--- config.mk ---
export PLATFORM = sky130hd
export DESIGN_NAME = arcade_ioctl_ctrl
export DESIGN_NICKNAME = d
export VERILOG_FILES = /design/src/rtl/arcade_ioctl_ctrl.sv
export SDC_FILE = /design/constraint.sdc
export NUM_CORES = 1
export LEC_CHECK = 0
export BUFFER_PORTS_ARGS = -buffer_cell sky130_fd_sc_hd__buf_2
export CAP_MARGIN = 5
export CORE_MARGIN = 2
export CORE_UTILIZATION = 47
export DETAILED_ROUTE_END_ITERATION = 7
export GPL_TIMING_DRIVEN = 0
export PLACE_DENSITY = 0.75
export SYNTH_ARGS = -nofsm -noshare
export SYNTH_HDL_FRONTEND = slang
export SYNTH_SLANG_ARGS = --single-unit
--- constraint.sdc ---
create_clock -name clk_sys -period 2.12 [get_ports clk_sys]
set_input_delay 0.636 -clock clk_sys [delete_from_list [all_inputs] [get_ports clk_sys]]
set_output_delay 0.636 -clock clk_sys [all_outputs]
set_load 0.1 [all_outputs]
--- src/rtl/arcade_ioctl_ctrl.sv ---
// arcade_ioctl_ctrl: ioctl download router, mod/DIP latches, core reset sequencer and coin pulse shaper.
module arcade_ioctl_ctrl #(
   parameter int NUM_DIP     = 8,
   parameter int MOD_COUNT   = 18,
   parameter int ROM_IDX     = 0,
   parameter int MOD_IDX     = 1,
   parameter int DIP_IDX     = 254,
   parameter int HOLD_CYCLES = 1024,
   parameter int NUM_COIN    = 2,
   parameter int COIN_PULSE  = 64
) (
   input  logic                   clk_sys,
   input  logic                   RESET_N,
   input  logic                   ioctl_download,
   input  logic                   ioctl_wr,
   input  logic [7:0]             ioctl_index,
   input  logic [24:0]            ioctl_addr,
   input  logic [7:0]             ioctl_dout,
   input  logic                   user_reset,
   input  logic [NUM_COIN-1:0]    coin_in,
   output logic                   rom_wr,
   output logic [15:0]            rom_addr,
   output logic [7:0]             rom_data,
   output logic [7:0]             mod_id,
   output logic [MOD_COUNT-1:0]   mod_onehot,
   output logic [8*NUM_DIP-1:0]   dip_flat,
   output logic                   dip_valid,
   output logic                   core_reset,
   output logic [NUM_COIN-1:0]    coin_out
);
   localparam int CW = $clog2(HOLD_CYCLES + 1);
   localparam int PW = $clog2(COIN_PULSE + 1);
   localparam logic [CW-1:0] HOLD_INIT = CW'(HOLD_CYCLES - 1);

   typedef enum logic [1:0] {RUN, LOAD, HOLD} state_t;

   state_t          state, state_n;
   logic [CW-1:0]   cnt, cnt_n;
   logic [7:0]      dip [NUM_DIP];
   logic            dl_q;
   logic [NUM_COIN-1:0] coin_q;
   logic [PW-1:0]   ccnt [NUM_COIN];

   wire rom_sel = ioctl_index == 8'(ROM_IDX);
   wire mod_sel = ioctl_index == 8'(MOD_IDX);
   wire dip_sel = ioctl_index == 8'(DIP_IDX);

   always_ff @(posedge clk_sys or negedge RESET_N) begin
      if (!RESET_N) begin
         rom_wr     <= 1'b0;
         rom_addr   <= '0;
         rom_data   <= '0;
         mod_id     <= '0;
         mod_onehot <= MOD_COUNT'(1);
         dip_valid  <= 1'b0;
         dl_q       <= 1'b0;
         for (int k = 0; k < NUM_DIP; k++) dip[k] <= 8'hFF;
      end else begin
         rom_wr <= ioctl_wr & rom_sel;
         if (ioctl_wr & rom_sel) begin
            rom_addr <= ioctl_addr[15:0];
            rom_data <= ioctl_dout;
         end
         if (ioctl_wr & mod_sel) mod_id <= ioctl_dout;
         mod_onehot <= (mod_id < 8'(MOD_COUNT)) ? MOD_COUNT'(1) << mod_id : '0;
         // exact address compare so out-of-range bytes never alias onto the bank
         for (int k = 0; k < NUM_DIP; k++)
            if (ioctl_wr & dip_sel & (ioctl_addr == 25'(k))) dip[k] <= ioctl_dout;
         dl_q <= ioctl_download;
         if (dl_q & ~ioctl_download & dip_sel) dip_valid <= 1'b1;
      end
   end

   always_comb begin
      state_n = state;
      cnt_n   = cnt;
      if (ioctl_download & rom_sel) state_n = LOAD;
      else if (state == LOAD) begin
         if (!ioctl_download) begin
            state_n = HOLD;
            cnt_n   = HOLD_INIT;
         end
      end else if (user_reset) begin
         state_n = HOLD;
         cnt_n   = HOLD_INIT;
      end else if (state == HOLD) begin
         if (cnt == '0) state_n = RUN;
         else cnt_n = cnt - CW'(1);
      end
   end

   // core_reset tracks the next state so its high time equals the HOLD length
   always_ff @(posedge clk_sys or negedge RESET_N) begin
      if (!RESET_N) begin
         state      <= HOLD;
         cnt        <= HOLD_INIT;
         core_reset <= 1'b1;
      end else begin
         state      <= state_n;
         cnt        <= cnt_n;
         core_reset <= state_n != RUN;
      end
   end

   always_ff @(posedge clk_sys or negedge RESET_N) begin
      if (!RESET_N) begin
         coin_q <= '0;
         for (int c = 0; c < NUM_COIN; c++) ccnt[c] <= '0;
      end else begin
         coin_q <= coin_in;
         for (int c = 0; c < NUM_COIN; c++)
            ccnt[c] <= core_reset ? '0 :
                       (ccnt[c] != '0) ? ccnt[c] - PW'(1) :
                       (coin_in[c] & ~coin_q[c]) ? PW'(COIN_PULSE) : '0;
      end
   end

   always_comb begin
      coin_out = '0;
      for (int c = 0; c < NUM_COIN; c++) coin_out[c] = (ccnt[c] != '0) & ~core_reset;
   end

   for (genvar k = 0; k < NUM_DIP; k++) begin : g_dip
      assign dip_flat[8*k +: 8] = dip[k];
   end
endmodule

==> run metrics, run 1 <==
CTS Buffer Depth=2; cell accounting for the most synthesized area=dfstp_2; CP required=between 2 and 2.5 ns; gr usage total=0.2250; layout cells sized above 1=0.6250; CP Capture Type=flop; WL/cell=approximately 18 um; Die Wd=119.1 um; CP max FO=8; Final period util=1.123; HP Class=input pin to asynchronous set/reset pin; post-synthesis adder-cell area fraction=0.01005; pwr dens=between 700 and 800 nW/um2; Final Util=0.6525; LEAKAGE=around 4.2 nW; synth top area cells=dfstp_2 (33%), dfrtp_1 (28%), mux2_2 (17%), nor2_1 (2.6%), nor4_4 (2.1%); Max rail drop VDD=0.0005525 V; clock insertion delay at the later pin of the skew report=between 0.4 and 0.5 ns; CP arrival=about 2.7 ns; DR vias=approximately 4400; Worst Tran Pin Value=0.7197 ns; GPL Wtd Cong=approximately 0.9; DRC=0; FMAX=approximately 420 MHz; post-synthesis mux area share=0.1884; 1st-iter DRT viols=roughly 210; largest family of logic cells by synthesized area=multiplexers; Clock Sinks=~150; violated checks=negative setup slack; YS warnings=0; drt pass-1 iters=5; # port buffers=156; total chip power=about 6.5 mW; syn_nets=around 510; n_diodes=0; register area share after synthesis=0.6066; largest net degree at the start of global routing=76; htree depth=4; area share of the largest cell type after synthesis=0.3251; final wirelength=about 15000 um; Post-Synth Simple-Gate Area=0.1431; status=finished, violations left; CP startpoint kind=input pin; EDFF count, synth=0; post-DP HPWL=10250 um; slack of the critical path=-0.2600 ns; Synth Area in XOR/XNOR=0.01126; Post-Synthesis Cells=458; Main synth FF type=dfstp_2; Root Buffer=clkbuf_16; Final Max Slew Viols=0; die area=14180 um2; Yosys cell types=42; Final nets=just over 700; RSZ-0062 raised after global routing=yes; Syn Std Cell Area=about 6200 um2; # setup viols final=between 60 and 70; register bit total from synthesis=147; Initial Util=0.4756; IO Count=167; worst setup path category=input pin to flop; final hold vios=0; TritonCTS clock tree=done; final critical-path required period=between 2 and 2.5 ns; post-route ant nets=0; # rows=42; antenna violations before repair=0; via/cell ratio=~5.2; Max Clock Skew=around 0.0042 ns; Die Span Y=~120 um; Max-cap violations=0; Fillers=between 900 and 1000; Synth Area in Compound Gates=0.02010; CTS buffer count=17; first-pass GRT wire length=24930 um; gr ovfl total=0; fraction of registers with async set/reset=1.000; commonest non-fill, non-tap cells in the layout=buf_2 (150), dfstp_2 (76), dfrtp_1 (69); vias in the first global route=4736; Min Hold Slack=0.2298 ns; slew margin rel.=0.5202; average size of a mapped cell=about 14 um2; most common cell after layout, fill and taps aside=buf_2; clock slew seen by the registers of the worst setup and hold paths=roughly 0.060 ns; Placeable Area=between 10000 and 15000 um2; synthesis-to-layout area growth=37.19%
-- synthesized netlist by cell type, drive strengths merged (2+ instances only) --
cell,count
xor2,3
or4,5
nand2b,3
dfrtp,70
nor3b,8
xnor2,5
nor3,18
ha,5
or3,7
nor4,19
inv,16
nand2,8
nand3,8
nand4,2
nor2b,3
nor4b,3
and4,2
mux2i,8
dfstp,77
nand3b,10
clkbuf,7
a21oi,3
o21ai,2
buf,10
a311oi,2
mux2,97
nor2,43
and3,2
a31o,3
-- area by class of cell --
| class | instances | area, um2 | area share |
|---|---|---|---|
| Tap cell | 176 | 220.2 | 0.02579 |
| Sequential cell | 147 | 3780 | 0.4427 |
| Clock inverter | 10 | 132.6 | 0.01553 |
| Clock buffer | 22 | 454.2 | 0.05319 |
| Inverter | 16 | 60.06 | 0.007034 |
| Buffer | 15 | 58.81 | 0.006887 |
| Multi-Input combinational cell | 278 | 2690 | 0.3151 |
| Timing Repair Buffer | 184 | 1142 | 0.1338 |
-- repair_timing --
item                                    4_1_cts  5_1_grt
hold endpoints to repair                      0        0
hold buffers                                  0        0
resized for setup                            81       24
setup buffers                                21        6
endpoints found under the setup margin       88       90
pin swaps                                    14       13
-- path summary, 6_finish.rpt --
| check | slack (ns) | from | cells past startpoint | end |
|---|---|---|---|---|
| setup / recovery | -0.26 | ioctl_addr[22] | 7 | dip_flat[36] |
| hold / removal | 0.23 | RESET_N | 1 | dip_valid |
| setup reg to reg | 0.07 | cnt[0] | 6 | cnt[10] |
| hold reg to reg | 0.47 | dip_valid | 1 | dip_valid |
| max in group asynchronous | 1.08 | RESET_N | 2 | dip_flat[38] |
| min in group clk_sys | 0.34 | coin_in[1] | 1 | coin_q[1] |
-- routing by layer --
layer	up-vias	share of wire	track usage
met5	-	0	0
li1	2033	-	-
met2	132	0.49	0.3667
met1	2228	0.43	0.2836
met4	0	0.023	0.08705
met3	32	0.062	0.06609
-- stage by stage --
stage / cell area [um2] / std cells / setup WS (ns) / TNS (ns)
2_1_floorplan: 6272 / 458 / -0.5460 / -32.78
3_3_place_gp: 7273 / 790 / -1.411 / -221.07
3_5_place_dp: 7307 / 791 / -1.094 / -76.67
4_1_cts: 8411 / 843 / -0.3050 / -16.36
5_1_grt: 8538 / 848 / -0.3007 / -17.72
6_report: 8538 / 848 / -0.2600 / -14.92
-- critical path, stage by stage --
cell and delay [ns]:
buf_6 0.09, or4_4 0.51, or4_4 0.63, buf_6 0.18, nor3_4 0.22, buf_12 0.16, mux2_4 0.30
-- where the power goes --
group          total (mW)  switching, mW  internal (mW)
Combinational       0.632          0.507          0.125
Sequential           2.90         0.0295           2.87
Clock                2.97           1.10           1.87
Total                6.50           1.64           4.87
-- registers in the layout (all words and copies together) (netlist names) --
signal	count
ccnt	14
cnt	11
coin_q	2
core_reset	1
dip_flat	64
dip_valid	1
dl_q	1
mod_id	8
mod_onehot	18
rom_addr	16
rom_data	8
rom_wr	1
state	2
-- cells by family after synthesis --
family          count (synthesis)
compound gates                 17
xor+xnor                        8
fa+ha+maj                       5
buf+inv                        33
flops                         147
mux                           105
simple gates                  143
(Power assumes the default switching activity.)
==> run 2: changes to the inputs <==
- HOLD_SLACK_MARGIN: unset -> 0.05
- SETUP_SLACK_MARGIN: unset -> 0.02
==> run 2 against run 1 <==
Against the previous run: register-to-register slack better by 0.04 ns; largest power group unchanged; critical path type unchanged; critical path depth did not move; setup slack better by 0.013 ns; fmax increased by 0.54%; the run still ends with negative setup slack left; die area unchanged; combinational power is essentially flat.
==> run metrics, run 2 (synthesis results as in run 1) <==
status=finished, violations left; violated checks=negative setup slack; HP Class=input pin to asynchronous set/reset pin; CP required=~2.5 ns; total chip power=about 6.8 mW; CP max FO=8; gr usage total=0.2258; WL/cell=between 15 and 20 um; Final nets=slightly above 700; DR vias=4442; post-route ant nets=0; # rows=between 40 and 50; Max rail drop VDD=about 0.00081 V; first-pass GRT wire length=24670 um; Clock power frac=0.478; CP arrival=~2.7 ns; clock slew seen by the registers of the worst setup and hold paths=roughly 0.06 ns; via/cell ratio=between 5 and 6; Int Power=between 5 and 6 mW; 1st-iter DRT viols=between 200 and 250; # setup viols final=66; clock insertion delay at the later pin of the skew report=between 0.4 and 0.5 ns; CP startpoint kind=input pin; slew margin rel.=0.5084; n_diodes=0; Root Buffer=clkbuf_16; CTS Buffer Depth=2; Placeable Area=approximately 13000 um2; slack of the critical path=-0.2473 ns; LEAKAGE=between 4 and 5 nW; final wirelength=between 15000 and 20000 um; post-DP HPWL=10160 um; combinational share of power=0.093; DRC=0; # port buffers=~160; final critical-path required period=between 2 and 2.5 ns; Final Max Slew Viols=0; Clock Sinks=about 150; Placed Area=7317 um2; Flop pwr share=0.429; TritonCTS clock tree=done; Worst Tran Pin Value=between 0.7 and 0.8 ns; commonest non-fill, non-tap cells in the layout=buf_2 (151), dfstp_2 (76), dfrtp_1 (70); GPL Wtd Cong=about 0.85; sw frac=0.2529; Max-cap violations=0; Final Util=0.6548; synthesis-to-layout area growth=37.68%; largest net degree at the start of global routing=79; CP Capture Type=flop; max reg flops=64; Max Clock Skew=between 0.01 and 0.015 ns; Initial Util=0.4756; vias in the first global route=~4700; layout cells sized above 1=0.6259; Final period util=1.117; Die Wd=about 120 um; worst slack, placed=-1.157 ns; IO Count=between 150 and 200; Die Span Y=119.1 um; P_sw=about 1.7 mW; most common cell after layout, fill and taps aside=buf_2; RSZ-0062 raised after global routing=yes; Min Hold Slack=around 0.21 ns; htree depth=4; final hold vios=0; antenna violations before repair=0; die area=roughly 14000 um2; FMAX=approximately 420 MHz; worst setup path category=input pin to flop; Finished Cell Area=about 8600 um2; CTS buffer count=17; drt pass-1 iters=5; pwr dens=between 700 and 800 nW/um2; gr ovfl total=0
[run 2: path summary, 6_finish.rpt]
path | to | startpoint | depth (start not counted) | slack [ns]
worst min register to register | ccnt[0] | ccnt[0] | 1 | 0.48
max in group asynchronous | dip_flat[35] | RESET_N | 2 | 1.09
min in group clk_sys | coin_q[1] | coin_in[1] | 1 | 0.34
worst max register to register | cnt[1] | cnt[0] | 6 | 0.11
worst max-delay path | dip_flat[29] | ioctl_addr[22] | 7 | -0.25
worst min-delay path | rom_addr[13] | RESET_N | 1 | 0.21
[run 2: area by class of cell]
cell class	count	area, um2
sequential	147	3779
timing repair buffer	182	1089
multi-input combinational	278	2690
clock buffer	21	504.2
buffer	16	78.83
clock inverter	11	143.9
inverter	16	63.81
tap	176	220.2
fill	940	4517
[run 2: routing by layer]
layer  up-vias  part of all wire  global-route usage  wire length (um)
met5         -                 0                   0                 0
met4         0             0.012             0.06027               182
met3        18             0.068             0.08046              1049
met2       139              0.49              0.3703              7529
met1      2253              0.43              0.2848              6745
li1       2032                 -                   -                 -
[run 2: worst max-delay path, stage by stage]
cell,delay [ns]
buf_6,0.09
or4_4,0.52
or4_4,0.56
buf_12,0.18
nor4_4,0.22
buf_6,0.20
mux2_4,0.31
[run 2: timing repair]
item / CTS / global route
endpoints found under the setup margin: 78 / 93
hold buffers: 0 / 0
setup buffers: 22 / 3
pin swaps: 16 / 10
gates resized for setup: 83 / 14
[run 2: through the flow]
| step | setup TNS [ns] | std cells |
|---|---|---|
| floorplan | -32.78 | 458 |
| global placement | -221.65 | 790 |
| detailed placement | -78.67 | 791 |
| CTS | -14.99 | 845 |
| global route | -15.20 | 847 |
| finish | -12.95 | 847 |
[run 2: power by group through the flow]
stage	registers [mW]	logic, mW	clock network [mW]
finish	2.90	0.632	3.23
global route	2.90	0.669	3.41
CTS	2.90	0.632	3.29
detailed placement	2.94	0.623	0
global placement	2.94	0.603	0
floorplan	3.24	0.123	0
